## src/rtl/mem_access_unit.sv

```systemverilog
// Data-memory access unit between EX and WB: request/ready handshake to a
// variable-latency memory, pipeline stall while busy, and access fault flags.
module mem_access_unit #(
    parameter int DATA_W  = 32,
    parameter int TIMEOUT = 16
) (
    input  logic              clk,
    input  logic              rst,
    input  logic              ex_valid,
    input  logic              MemRead,
    input  logic              MemWrite,
    input  logic              MemtoReg,
    input  logic [DATA_W-1:0] alu_result,
    input  logic [DATA_W-1:0] store_data,
    output logic              stall,
    output logic [DATA_W-1:0] wb_data,
    output logic              wb_valid,
    output logic              mem_req,
    output logic              mem_we,
    output logic [DATA_W-1:0] mem_addr,
    output logic [DATA_W-1:0] mem_wdata,
    input  logic              mem_ready,
    input  logic [DATA_W-1:0] mem_rdata,
    output logic              err_misalign,
    output logic              err_illegal,
    output logic              err_timeout
);
    typedef enum logic [1:0] {IDLE, BUSY, DONE} accState;

    localparam logic [7:0] LAST_CNT = 8'(TIMEOUT - 1);

    accState           state, nextState;
    logic [7:0]        cnt;
    logic              toRegQ;
    logic [DATA_W-1:0] readReg;
    logic              acc, illegal, misalign, start, timeoutHit;

    assign acc        = ex_valid & (MemRead | MemWrite);
    assign illegal    = acc & MemRead & MemWrite;
    assign misalign   = acc & !illegal & (alu_result[1:0] != 2'b00);
    assign start      = acc & !illegal & !misalign;
    // A ready in the final waiting cycle beats the timeout.
    assign timeoutHit = (cnt == LAST_CNT) & !mem_ready;

    always_comb begin
        nextState = state;
        stall     = 1'b0;
        wb_valid  = 1'b0;
        wb_data   = '0;
        mem_req   = 1'b0;
        case (state)
            IDLE: begin
                if (start) begin
                    stall     = 1'b1;
                    nextState = BUSY;
                end else if (ex_valid && !acc) begin
                    wb_valid = 1'b1;
                    wb_data  = alu_result;
                end
            end
            BUSY: begin
                mem_req = 1'b1;
                stall   = 1'b1;
                if (mem_ready || timeoutHit) nextState = DONE;
            end
            DONE: begin
                wb_valid  = 1'b1;
                wb_data   = toRegQ ? readReg : alu_result;
                nextState = IDLE;
            end
            default: nextState = IDLE;
        endcase
    end

    always_ff @(posedge clk) begin
        if (rst) begin
            state        <= IDLE;
            cnt          <= '0;
            mem_addr     <= '0;
            mem_wdata    <= '0;
            mem_we       <= 1'b0;
            toRegQ       <= 1'b0;
            readReg      <= '0;
            err_misalign <= 1'b0;
            err_illegal  <= 1'b0;
            err_timeout  <= 1'b0;
        end else begin
            state        <= nextState;
            err_illegal  <= (state == IDLE) & illegal;
            err_misalign <= (state == IDLE) & misalign;
            err_timeout  <= (state == BUSY) & timeoutHit;
            case (state)
                IDLE: begin
                    if (start) begin
                        mem_addr  <= {alu_result[DATA_W-1:2], 2'b00};
                        mem_wdata <= store_data;
                        mem_we    <= MemWrite;
                        toRegQ    <= MemtoReg;
                        cnt       <= '0;
                    end
                end
                BUSY: begin
                    if (mem_ready) begin
                        readReg <= mem_we ? '0 : mem_rdata;
                        mem_we  <= 1'b0;
                        cnt     <= '0;
                    end else if (timeoutHit) begin
                        readReg <= '0;
                        mem_we  <= 1'b0;
                        cnt     <= '0;
                    end else begin
                        cnt <= cnt + 8'd1;
                    end
                end
                default: ;
            endcase
        end
    end
endmodule
```

## config.mk

```make
export PLATFORM = sky130hd
export DESIGN_NAME = mem_access_unit
export DESIGN_NICKNAME = d
export VERILOG_FILES = /design/src/rtl/mem_access_unit.sv
export SDC_FILE = /design/constraint.sdc
export NUM_CORES = 1
export LEC_CHECK = 0
export ABC_AREA = 1
export BUFFER_PORTS_ARGS = -buffer_cell sky130_fd_sc_hd__clkbuf_2
export CORE_MARGIN = 2
export CORE_UTILIZATION = 35
export DETAILED_ROUTE_END_ITERATION = 16
export GPL_TIMING_DRIVEN = 1
export HOLD_SLACK_MARGIN = 0.12
export SYNTH_ARGS = -nofsm -noshare
export SYNTH_HDL_FRONTEND = slang
export SYNTH_SLANG_ARGS = --single-unit
```

## constraint.sdc

```tcl
create_clock -name clk -period 5.1 [get_ports clk]
set_clock_uncertainty 0.15 [all_clocks]
set_input_delay 1.02 -clock clk [delete_from_list [all_inputs] [get_ports clk]]
set_output_delay 1.02 -clock clk [all_outputs]
set_load 0.05 [all_outputs]
```

* Word level (Yosys, flattened, before mapping)
Index checks and enable logic that the tools add are counted.
Cells by class: add/sub/neg operators 1, $mul 0, divide/modulo/power cells 0, magnitude comparators 0, eq/ne operators 6, shift operators 0, mux-type cells 24, bitwise gates (word level) 11, reductions and logical operators 15
Operators by type and width (number):
- $mux W32 | 6
- $pmux W32 S2 | 1
- $mux W8 | 3
- $pmux W8 S2 | 1
- $and A1 B1 Y1 | 10
- $add A8 B1 Y8 const B | 1
- $eq A8 B4 Y1 const B | 1
- $reduce_and A2 Y1 | 4
- $mux W1 | 7
- $pmux W1 S2 | 3
- $reduce_bool A2 Y1 | 3
- $logic_not A1 Y1 | 4
- $mux W2 | 2
- $ne A2 B2 Y1 const B | 2
- $pmux W2 S2 | 1
- $ne A3 B3 Y1 const B | 1
- $reduce_and A3 Y1 | 1
- $eq A2 B1 Y1 const B | 1
- $eq A2 B2 Y1 const B | 1
- $logic_not A2 Y1 | 1
- $logic_and A1 B1 Y1 | 1
- $logic_or A1 B1 Y1 | 1
- $or A1 B1 Y1 | 1
Word-level totals: register bits after elaboration 109, bits in latches 0, bits in writable memories 0, bits in read-only memories 0, bits of input ports 103, memories 0

* Depth between registers and ports, before layout
Gate-level depths: netlist of the first run.
depth after elaboration 11, depth in mapped cells 10, gate-level depth less buffers 9

* Worst setup path before layout of the first run
OpenSTA, ideal clock, no wires.
kind input port to output port, start in MemRead, end out wb_data[12], arrival time 2.526 ns, required time 3.930 ns, slack 1.404 ns, cell stages on the path 3, cells stage by stage nor2_1 -> nand3_1 -> o21ai_0
Between the ends: longest elaborated chain between the ends 11, elaborated cells on any way between the ends 14
Ends and longest elaborated chain:
- start, declared | RTL line 10 | input logic MemRead,
- $or A1 B1 Y1 | RTL line 38 | assign acc = ex_valid & (MemRead | MemWrite);
- $and A1 B1 Y1 | RTL line 38
- $and A1 B1 Y1 (2 in series) | RTL line 39 | assign illegal = acc & MemRead & MemWrite;
- $logic_not A1 Y1 | RTL line 40, 41
- $and A1 B1 Y1 | RTL line 40, 41
- $and A1 B1 Y1 | RTL line 40 | assign misalign = acc & !illegal & (alu_result[1:0] != 2'b00);
- $logic_not A1 Y1 | RTL line 41 | assign start = acc & !illegal & !misalign;
- $and A1 B1 Y1 | RTL line 41
- $mux W32 (*) | RTL line 53 | if (start) begin
- $pmux W32 S2 (*) | RTL line 51 | case (state)
- end, declared | RTL line 16 | output logic [DATA_W-1:0] wb_data,
Mark *: on every way between the ends. The rest lies on a longest branch, timed or not.

* Final worst setup path of the first run
start in MemRead, end out wb_data[17]
The elaborated chain is that of the path after synthesis.

==> metrics.txt, run 1 <==
Synth area leaders dfxtp_1 46%, inv_1 9.0%, o21ai_0 7.5%, a21oi_1 7.4%, nand2_1 7.3%; PnR worst setup slack between 900 and 1000 ps; CP Launch Type primary input; GR Overflow Total 0; Worst Max-Slew Pin Slew around 810 ps; cell taking the most area after synthesis dfxtp_1; width of the die between 100 and 150 µm; post-synth top area share around 46%; fmax roughly 240 MHz; Reg2Reg Setup Slack between 2000 and 3000 ps; CTS tree built; Cells after Synth ~650; I/O pin count 206; worst-case clock buffer depth 2; asr flop ratio synth 0%; post-cts sizing count 0; syn avg cell area 7.29 µm²; final hold viol count 0; Post-CTS Hold Buffers 0; drt total wl 13.5 mm; Hold Crit Start mem_wdata[17]; FF-to-FF End readReg[17]; # rows 42; Routed wire per std cell 13.3 µm; Seq/Total Area, Yosys between 40% and 50%; status completed; antenna violations before repair 0; Hold Path Class flop to flop; distinct cell type count after synthesis 28; Slew headroom a little under half; Root Buffer clkbuf_16; max-slew violations 0; via count approximately 4700; Post-Syn Area between 4000 and 5000 µm²; CP arrival approximately 3000 ps; worst skew pair latency roughly 340 ps; cell with the most instances after synthesis inv_1; Synth warnings 0; Final Cell Area about 6000 µm²; cell depth of the worst flop-to-flop path 9; DRT Pass-1 Iters 5; Critical Path RT between 3000 and 4000 ps; Setup Viol. Count Final 0; chip height roughly 120 µm; hold depth 2; Area Overhead vs Synth 28.7%; dpl cell area around 5800 µm²; core area roughly 13000 µm²; HPWL after DPL ~9.3 mm; most common library cells after synthesis 114 x inv_1, 109 x dfxtp_1, 92 x nand2_1; global-route usage over all layers roughly 18%; Post-synth top flop dfxtp_1; largest net degree at the start of global routing 75; Final period util around four fifths; fin nets between 900 and 1000; pwr dens between 300 and 400 nW/µm²; Final TNS setup 0 ps; VDD IR-drop max approximately 0.00014 V; Post-CTS Repair Setup Buffers 0; Max Cap Viol 0; pre-CTS setup slack 926 ps; Final min period 4160 ps; CTS sink count 109; layout cells sized above 1 28.4%; Reg-to-Reg Start cnt[0]; Starting Density between 30% and 40%; via-per-instance ratio approximately 4.6; H-tree depth reported by CTS 3; ANT nets after route 0; crit path max fanout 15; die area 14500 µm²; Post-synth EDFFs 0; Iteration-0 DRC Markers 204; first-pass GRT wire length 21.3 mm; critical path class primary input to output port; #FFs+latches synth about 110; vias in the first global route about 4300; CTS clock-pin slew for the worst setup and hold paths roughly 70 ps; GPL Wtd Cong between 0.7 and 0.8; CTS Buf Count 9; Hold EP mem_wdata[17]; antenna cells 0; worst hold slack roughly 290 ps; Worst setup EP type output port; Port Buffers 203; drt drc 0; leakage 3.02 nW; RSZ-0062 raised after global routing no
-- metrics by stage --
stage	utilization [%]	instances	power [mW]
6_report	46.2	1010	1.86
5_1_grt	46.2	1010	1.95
3_5_place_dp	44.0	994	1.19
4_1_cts	46.2	1010	1.90
3_3_place_gp	44.0	994	1.19
2_1_floorplan	-	653	1.10
-- critical path, stage by stage --
cell,delay (ps)
clkbuf_2,90
nor2_1,170
nand3_1,420
o21ai_2,510
buf_4,330
a22o_1,170
clkbuf_2,270
-- area by class of cell --
type / instances / area, µm²
clock buffer: 11 / 233
inverter: 116 / 435
fill: 1430 / 7120
multi-input combinational: 384 / 1930
timing repair buffer: 209 / 1060
clock inverter: 5 / 61.3
sequential: 109 / 2180
tap: 176 / 220
-- worst max-delay path by stage --
stage / slack [ps] / startpoint / cells after the start / end
2_1_floorplan: 1400 / MemRead / 3 / wb_data[12]
3_5_place_dp: 930 / MemRead / 7 / wb_data[27]
4_1_cts: 930 / MemRead / 7 / wb_data[17]
3_3_place_gp: 970 / MemRead / 7 / wb_data[7]
6_report: 940 / MemRead / 7 / wb_data[17]
5_1_grt: 810 / MemRead / 7 / wb_data[9]
-- per-layer routing --
layer / part of all wire [%] / track usage (%) / vias up
li1: - / - / 2447
met1: 46 / 24.1 / 2070
met2: 45 / 29.5 / 166
met3: 7.8 / 4.34 / 11
met4: 1.4 / 6.76 / 0
met5: 0 / 0 / -
-- cell families (layout without fill, tap and decap cells) --
group	after synthesis	in the layout	synth area share, %
simple gates	206	206	19.0
flops	109	109	45.9
other cells	1	2	0.0789
compound gates	175	175	20.9
buf+inv	160	341	13.9
fa+ha+maj	1	1	0.263
-- cell usage in the layout, fill, tap and decap left out, drive strengths merged --
cell    instances
nand3          48
nor4            1
nor3b           1
inv           116
clkinv          4
or2             2
nand2          94
ha              1
a21oi          70
o22ai           1
o21ai          72
nor2           53
nand4           7
dfxtp         109
clkbuf        214
buf             6
bufinv          1
a22oi           7
a22o           25
conb            2
-- state kept, by name (all words and copies together) (netlist names), 2 cells and up --
register,flops
mem_addr,30
state,2
mem_wdata,32
readReg,32
cnt,8
-- where the power goes --
| part | internal (mW) | switching, mW |
|---|---|---|
| clock network | 0.383 | 0.312 |
| logic | 0.0774 | 0.204 |
| registers | 0.875 | 0.0126 |
| total | 1.34 | 0.529 |
Power figures use the tool's default switching activity.
==> inputs of run 2 (changes only) <==
==> constraint.sdc (replaced) <==
create_clock -name clk -period 4.1 [get_ports clk]
set_clock_uncertainty 0.15 [all_clocks]
set_input_delay 0.82 -clock clk [delete_from_list [all_inputs] [get_ports clk]]
set_output_delay 0.82 -clock clk [all_outputs]
set_load 0.05 [all_outputs]
==> metrics.txt, run 2 (synthesis results as in run 1) <==
status completed; internal cell power 1.68 mW; CP max stage cell o21ai_2; die area 14500 µm²; vias in the first global route 4110; Setup Viol. Count Final 0; via-per-instance ratio roughly 4.6; cell depth of the worst flop-to-flop path 9; Worst setup EP type output port; Final min period ~3300 ps; CP arrival around 2400 ps; antenna violations before repair 0; CP Launch Type flop; crit path max fanout 15; via count around 4700; width of the die between 100 and 150 µm; drt drc 0; Max Cap Viol 0; biggest registers after layout mem_wdata: 32 flops, readReg: 32 flops, mem_addr: 30 flops; H-tree depth reported by CTS 3; HPWL after DPL approximately 9.3 mm; Post-CTS Hold Buffers 0; hold depth 2; Worst Max-Slew Pin Slew around 1000 ps; ANT nets after route 0; RSZ-0062 raised after global routing no; final hold viol count 0; VDD IR-drop max approximately 0.00018 V; worst hold slack roughly 300 ps; delay-heaviest family, CP compound AO/OA/AOI/OAI gates; combinational share of power 15.0%; Sequential Power Share ~47%; pwr dens 383 nW/µm²; worst skew pair latency roughly 340 ps; Sw Share 28.6%; Critical Path RT 3130 ps; Net Switching roughly 670 µW; buffers plus inverters on the worst setup path 2; CTS clock-pin slew for the worst setup and hold paths about 70 ps; chip height about 120 µm; Hold EP mem_wdata[5]; antenna cells 0; first-pass GRT wire length approximately 21 mm; Post-CTS Repair Setup Buffers 0; GPL Wtd Cong 0.833; GR Overflow Total 0; post-cts sizing count 0; global-route usage over all layers between 10% and 20%; leakage between 3 and 4 nW; Slew headroom about 30%; Hold Path Class flop to flop; Root Buffer clkbuf_16; Iteration-0 DRC Markers around 270; crit-path cells nand2_1 -> o21ai_2 -> buf_4 -> a22o_1 -> clkbuf_2; Final TNS setup 0 ps; commonest non-fill, non-tap cell in the layout clkbuf_2; CTS sink count 109; Final period util 81.6%; Starting Density between 30% and 40%; largest net degree at the start of global routing 75; fmax ~300 MHz; Reg2Reg Setup Slack 1680 ps; drt total wl 13.6 mm; max incr delay on CP 820 ps; layout cells sized above 1 between 20 and 30%; CTS Buf Count 9; Port Buffers roughly 200; max-slew violations 0; commonest cells after routing, fill and taps aside 203 x clkbuf_2, 113 x inv_1, 109 x dfxtp_1; Hold Crit Start mem_wdata[5]; CTS tree built; Reg-to-Reg Start cnt[0]; FF-to-FF End readReg[28]; CP Launch Point state[1]; core area approximately 13000 µm²; # rows 42; Area Overhead vs Synth 29.3%; Routed wire per std cell 13.4 µm; Clk pwr share around two fifths; fin nets slightly above 900; Layout fillers roughly 1400; DRT Pass-1 Iters 4; I/O pin count ~200; worst-case clock buffer depth 2; critical path class flop to output port
run 2: cell types whose count changed in the layout (fill, tap and decap cells not counted):
| cell | previous run | this run |
|---|---|---|
| buf_4 | 6 | 8 |
| clkbuf_1 | 2 | 0 |
| inv_6 | 0 | 2 |
| clkinv_4 | 3 | 1 |
| clkinvlp_4 | 0 | 1 |
| clkbuf_8 | 0 | 1 |
run 2: worst register-to-register path, stage by stage, from the launching register on:
cell and delay [ps]:
dfxtp_1 440, ha_1 310, nand2_1 120, nor2_2 120, nand3_2 140, nand2_2 110
nand2_4 260, nor2_8 520, nand2_1 120, nand2_1 80
run 2: metal layers:
metal	GRT usage [%]	up-vias	wire length [µm]
met4	7.12	0	209
met3	4.62	14	1040
met5	0	-	0
met2	28.3	163	6060
li1	-	2448	-
met1	24.1	2077	6270
run 2: how the worst max path moves through the flow:
| stage | endpoint | slack [ps] | depth (start not counted) |
|---|---|---|---|
| after floorplan | wb_data[12] | 800 | 3 |
| after global placement | wb_data[6] | 800 | 7 |
| after detailed placement | wb_data[9] | 770 | 7 |
| after CTS | wb_data[9] | 680 | 5 |
| after global routing | wb_data[6] | 520 | 6 |
| final | wb_data[9] | 760 | 5 |
run 2: power by group through the flow:
stage	clock network, mW	registers (mW)	logic, mW
floorplan	0	1.22	0.150
global placement	0	1.13	0.354
detailed placement	0	1.13	0.355
CTS	0.926	1.10	0.357
global route	0.966	1.11	0.383
finish	0.897	1.10	0.353
run 2: cell type report:
cell class / count / area, µm² / share of cell area, %
multi-input cells: 384 / 1930 / 31.3
well taps: 176 / 220 / 3.58
repair buffers: 211 / 1080 / 17.5
flip-flops and latches: 109 / 2180 / 35.5
clock inverters: 6 / 68.8 / 1.12
clock buffers: 10 / 239 / 3.89
inverters: 116 / 435 / 7.08
run 2: through the flow:
stage	worst slack (ps)	total power [mW]	instance area [µm²]	instances	utilization, %
final	756	2.35	6150	1012	46.4
after global routing	515	2.46	6150	1012	46.4
after CTS	684	2.39	6150	1012	46.4
after detailed placement	769	1.48	5840	996	44.1
after global placement	798	1.48	5840	996	44.1
after floorplan	804	1.37	4760	653	-
